File: config.mk
export PLATFORM = sky130hd
export DESIGN_NAME = array_feed_ctrl_a
export DESIGN_NICKNAME = d
export VERILOG_FILES = /design/src/rtl/array_feed_ctrl_a.sv
export SDC_FILE = /design/constraint.sdc
export NUM_CORES = 1
export LEC_CHECK = 0
export ABC_AREA = 1
export CAP_MARGIN = 20
export CORE_ASPECT_RATIO = 1.75
export CORE_MARGIN = 2
export CORE_UTILIZATION = 46
export DETAILED_ROUTE_END_ITERATION = 8
export PLACE_DENSITY_LB_ADDON = 0.05
export SYNTH_ARGS = -nofsm -noshare
export SYNTH_HDL_FRONTEND = slang
export SYNTH_SLANG_ARGS = --single-unit
File: constraint.sdc
create_clock -name clk -period 4.9 [get_ports clk]
set_input_delay 0.49 -clock clk [delete_from_list [all_inputs] [get_ports clk]]
set_output_delay 0.49 -clock clk [all_outputs]
set_load 0.02 [all_outputs]
File: src/rtl/array_feed_ctrl_a.sv
// Skewed read-address sequencer for the A-operand memory feeding a 4x4 systolic array.
// done follows the accepting edge by K+4 edges; host writes are dropped (and flagged) while busy.
module array_feed_ctrl_a #(
  parameter int ADDR_W     = 6,
  parameter int DATA_W     = 16,
  parameter int ROW_STRIDE = 16,
  parameter int MAX_K      = 16
) (
  input  logic              clk,
  input  logic              rst,
  input  logic              start,
  input  logic [4:0]        k_len,
  output logic              busy,
  output logic              done,
  output logic [ADDR_W-1:0] read_addr_0,
  output logic [ADDR_W-1:0] read_addr_1,
  output logic [ADDR_W-1:0] read_addr_2,
  output logic [ADDR_W-1:0] read_addr_3,
  output logic [3:0]        lane_valid,
  input  logic              host_w_en,
  input  logic [ADDR_W-1:0] host_w_addr,
  input  logic [DATA_W-1:0] host_w_data,
  output logic              mem_w_en,
  output logic [ADDR_W-1:0] mem_w_addr,
  output logic [DATA_W-1:0] mem_w_data,
  output logic              wr_reject
);

  typedef enum logic [1:0] {IDLE, FEED, DRAIN, DONE} state_t;

  state_t            state, state_nxt;
  logic [4:0]        t, t_nxt;
  logic [4:0]        k_q, k_nxt;
  logic [3:0]        issue;
  logic [ADDR_W-1:0] addr [4];

  always_ff @(posedge clk) begin
    if (rst) begin
      state      <= IDLE;
      t          <= '0;
      k_q        <= '0;
      lane_valid <= '0;
      wr_reject  <= 1'b0;
    end else begin
      state      <= state_nxt;
      t          <= t_nxt;
      k_q        <= k_nxt;
      lane_valid <= issue;
      wr_reject  <= host_w_en & busy;
    end
  end

  always_comb begin
    state_nxt = state;
    t_nxt     = t;
    k_nxt     = k_q;
    case (state)
      IDLE: begin
        if (start && (k_len != 5'd0)) begin
          k_nxt     = (k_len > 5'(MAX_K)) ? 5'(MAX_K) : k_len;
          t_nxt     = '0;
          state_nxt = FEED;
        end
      end
      FEED: begin
        t_nxt = t + 5'd1;
        if (t == k_q + 5'd2) state_nxt = DRAIN;
      end
      DRAIN:   state_nxt = DONE;
      DONE:    state_nxt = IDLE;
      default: state_nxt = IDLE;
    endcase
  end

  // Lane i walks row i, starting i cycles after lane 0.
  always_comb begin
    issue = '0;
    for (int i = 0; i < 4; i++) begin
      issue[i] = (state == FEED) && ({1'b0, t} >= 6'(i)) &&
                 ({1'b0, t} < (6'(i) + {1'b0, k_q}));
      addr[i]  = issue[i] ? (ADDR_W'(i * ROW_STRIDE) + ADDR_W'({1'b0, t} - 6'(i))) : '0;
    end
  end

  assign read_addr_0 = addr[0];
  assign read_addr_1 = addr[1];
  assign read_addr_2 = addr[2];
  assign read_addr_3 = addr[3];

  assign busy = (state != IDLE);
  assign done = (state == DONE);

  assign mem_w_en   = host_w_en & ~busy;
  assign mem_w_addr = host_w_addr;
  assign mem_w_data = host_w_data;

endmodule

==> summary.md <==
| Metric | Value |
|---|---|
| Status | completed |
| Final period util | 0.696 |
| Clock Pin Slew Worst Setup and Hold Paths | 0.07 ns |
| Worst vdd ir | 0.274 mV |
| Syn. warnings | 0 |
| Max clock buf depth | 2 |
| Most used DFF post-synth | dfxtp_1 |
| Final Slew Violations | 0 |
| FILL cells | 452 |
| Largest net degree at the start of global routing | 15 |
| Ports | 85 |
| Slew HR | 0.537 |
| Root buffer cell | clkbuf_8 |
| Gpl congestion | 0.843 |
| Vias in the first global route | 1609 |
| Resize count post-CTS | 0 |
| Synth area leaders | ha_1, dfxtp_1, nand2_1 |
| Tmin final | 3.41 ns |
| Yosys top cell area share | 0.218 |
| Pre-CTS setup slack | 1.76 ns |
| Least-Margin Pin Slew | 0.692 ns |
| Max H-tree Level | 1 |
| EDFF count, synth | 0 |
| Crit path DAT | 2.92 ns |
| CP Launch Point | k_q[2] |
| WP data required | 4.41 ns |
| IO buf count | 39 |
| Initial Util | 0.474 |
| Ys async rst share | 0 |
| Type of origin of the critical path | flip-flop |
| Drt drc | 0 |
| N_diodes | 0 |
| Final hold violation count | 0 |
| Final net count | 361 |
| Setup-failing EPs final | 0 |
| Die area | 4790 um^2 |
| PD cells | 334 nW/um^2 |
| Max-Cap Viols | 0 |
| Placed Area | 2180 um^2 |
| Drt first-iter violations | 18 |
| Die H | 90.1 um |
| Crit. End Element | output port |
| Detailed-router iteration count before antenna repair | 4 |
| TritonCTS clock tree | done |
| HPWL after DPL | 3650 um |
| Highest Clock Rate | 293 MHz |
| Core Util, Final | 0.542 |
| Most frequent cell after synthesis | nand2_1 |
| Syn_nets | 346 |
| TNS Setup | 0 ns |
| Final setup margin | 1.49 ns |
| Total number of vias | 1727 |
| Final wirelength | 4490 um |
| Commonest cells in the netlist | nand2_1, nor2_1, ha_1 |
| First-pass GRT wire length | 7030 um |
| Distinct cells, synth | 30 |
| Setup bufs post-CTS | 0 |
| Gate Count Post-Synth | 281 |
| Syn_area_per_cell | 6.93 um^2 |
| Synthesized cell area | 1950 um^2 |
| Clk_skew | 0.00654 ns |
| Design area | 2230 um^2 |
| Clock latency on the worst-skew pair | 0.25 ns |
| CP Class | reg -> out |
| Syn-to-layout area delta | 14.5% |
| Overflow after GRT | 0 |
| GRT Overall Usage | 0.191 |
| Antenna violations before repair | 0 |
| Clock tree sinks | 17 |
| Share of layout cells above drive strength 1 | 0.0610 |
| CORE AREA | 4110 um^2 |
| Hold Crit Start | state[0] |
| DR WL/cell | 13.0 um |
| Worst hold path class | reg -> reg |
| Seq/Total Area, Yosys | 0.175 |
| RSZ-0062 raised after global routing | no |
| Hold_buf cts | 0 |
| Routed Antenna Nets | 0 |
| RR Startpoint | k_q[2] |
| Crit Path Max Fanout | 8 |
| Cell leakage power | 0.00106 uW |
| CTS Buf Count | 3 |
| Die Width | 53.2 um |
| Area leader, netlist | ha_1 |
| Vias/cell | 5.02 |
| Synthesized flop and latch total | 17 |
| Row Count | 31 |
cell usage in the layout, fill, tap and decap left out:
| cell type | n |
|---|---|
| nand2_1 | 55 |
| nor2_1 | 40 |
| clkdlybuf4s50_1 | 39 |
| ha_1 | 34 |
| inv_1 | 30 |
| nand3_1 | 17 |
| dfxtp_1 | 17 |
| a21oi_1 | 15 |
| xor2_1 | 12 |
| nand4_1 | 5 |
| xnor2_1 | 4 |
| inv_2 | 3 |
| o21ai_0 | 3 |
| clkbuf_8 | 3 |
| nand2_2 | 2 |
| nor2_2 | 2 |
| nand3_2 | 2 |
| nor3_1 | 1 |
| nor2_4 | 1 |
| a21o_1 | 1 |
| nand4_4 | 1 |
| a21oi_2 | 1 |
| o21a_1 | 1 |
| o211ai_1 | 1 |
| a31oi_1 | 1 |
| or2_2 | 1 |
| o21ai_2 | 1 |
| conb_1 | 1 |
| clkinv_2 | 1 |
per-layer routing:
metal / global-route usage / routed length, um / vias to the layer above
met5: 0 / 0 / -
met4: 0.0534 / 52 / 0
met3: 0.0116 / 95 / 4
met2: 0.361 / 2470 / 25
met1: 0.214 / 1870 / 809
li1: - / - / 889
state kept, by name (all words and copies together), names as in the netlist:
| signal | count |
|---|---|
| state | 2 |
| wr_reject | 1 |
| k_q | 5 |
| lane_valid | 4 |
| t | 5 |
layout make-up:
cell class	count	area (um^2)	area share
clock buffer	3	41.3	0.0185
clock inverter	1	5.00	0.00224
inverter	33	124	0.0556
multi-input combinational	202	1270	0.568
sequential	17	340	0.153
tap	49	61.3	0.0275
timing repair buffer	39	390	0.175
worst max-delay path: stages (launching register included):
cell	delay (ns)
dfxtp_1	0.52
ha_1	0.29
xnor2_1	0.16
nand2_1	0.06
o21ai_0	0.15
ha_1	0.32
nand2_1	0.06
nand2_1	0.04
nand3_1	0.07
nand2_1	0.05
inv_1	0.06
nand3_2	0.14
nor2_1	0.13
clkdlybuf4s50_1	0.62
where the power goes:
part	switching (uW)	internal [uW]
Combinational	268	177
Clock	44.3	56.2
Sequential	38.0	162
path summary, 6_finish.rpt:
kind / cells after the start / to / slack, ns
max: 13 / read_addr_1[1] / 1.49
min: 2 / state[0] / 0.55
max reg2reg: 12 / lane_valid[1] / 2.79
min reg2reg: 2 / state[0] / 0.55
per-stage QoR:
step,hold WS [ns],std cells,power [uW]
after floorplan,0.497,281,527
after global placement,0.544,340,654
after CTS,0.549,344,757
after detailed placement,0.534,340,653
after global routing,0.591,344,812
final,0.546,344,746
logic make-up (layout without fill, tap and decap cells):
logic type	Yosys count	in the layout	share of synthesized area
adders and majority gates	34	34	0.218
xor gates and xnor gates	16	16	0.0719
DFF	17	17	0.175
and+or+nand+nor	127	127	0.288
AOI/OAI and AO/OA	24	24	0.0700
other	1	1	0.00192
buffers and inverters	62	76	0.175
Note: power is estimated with default switching activity, not from simulation.
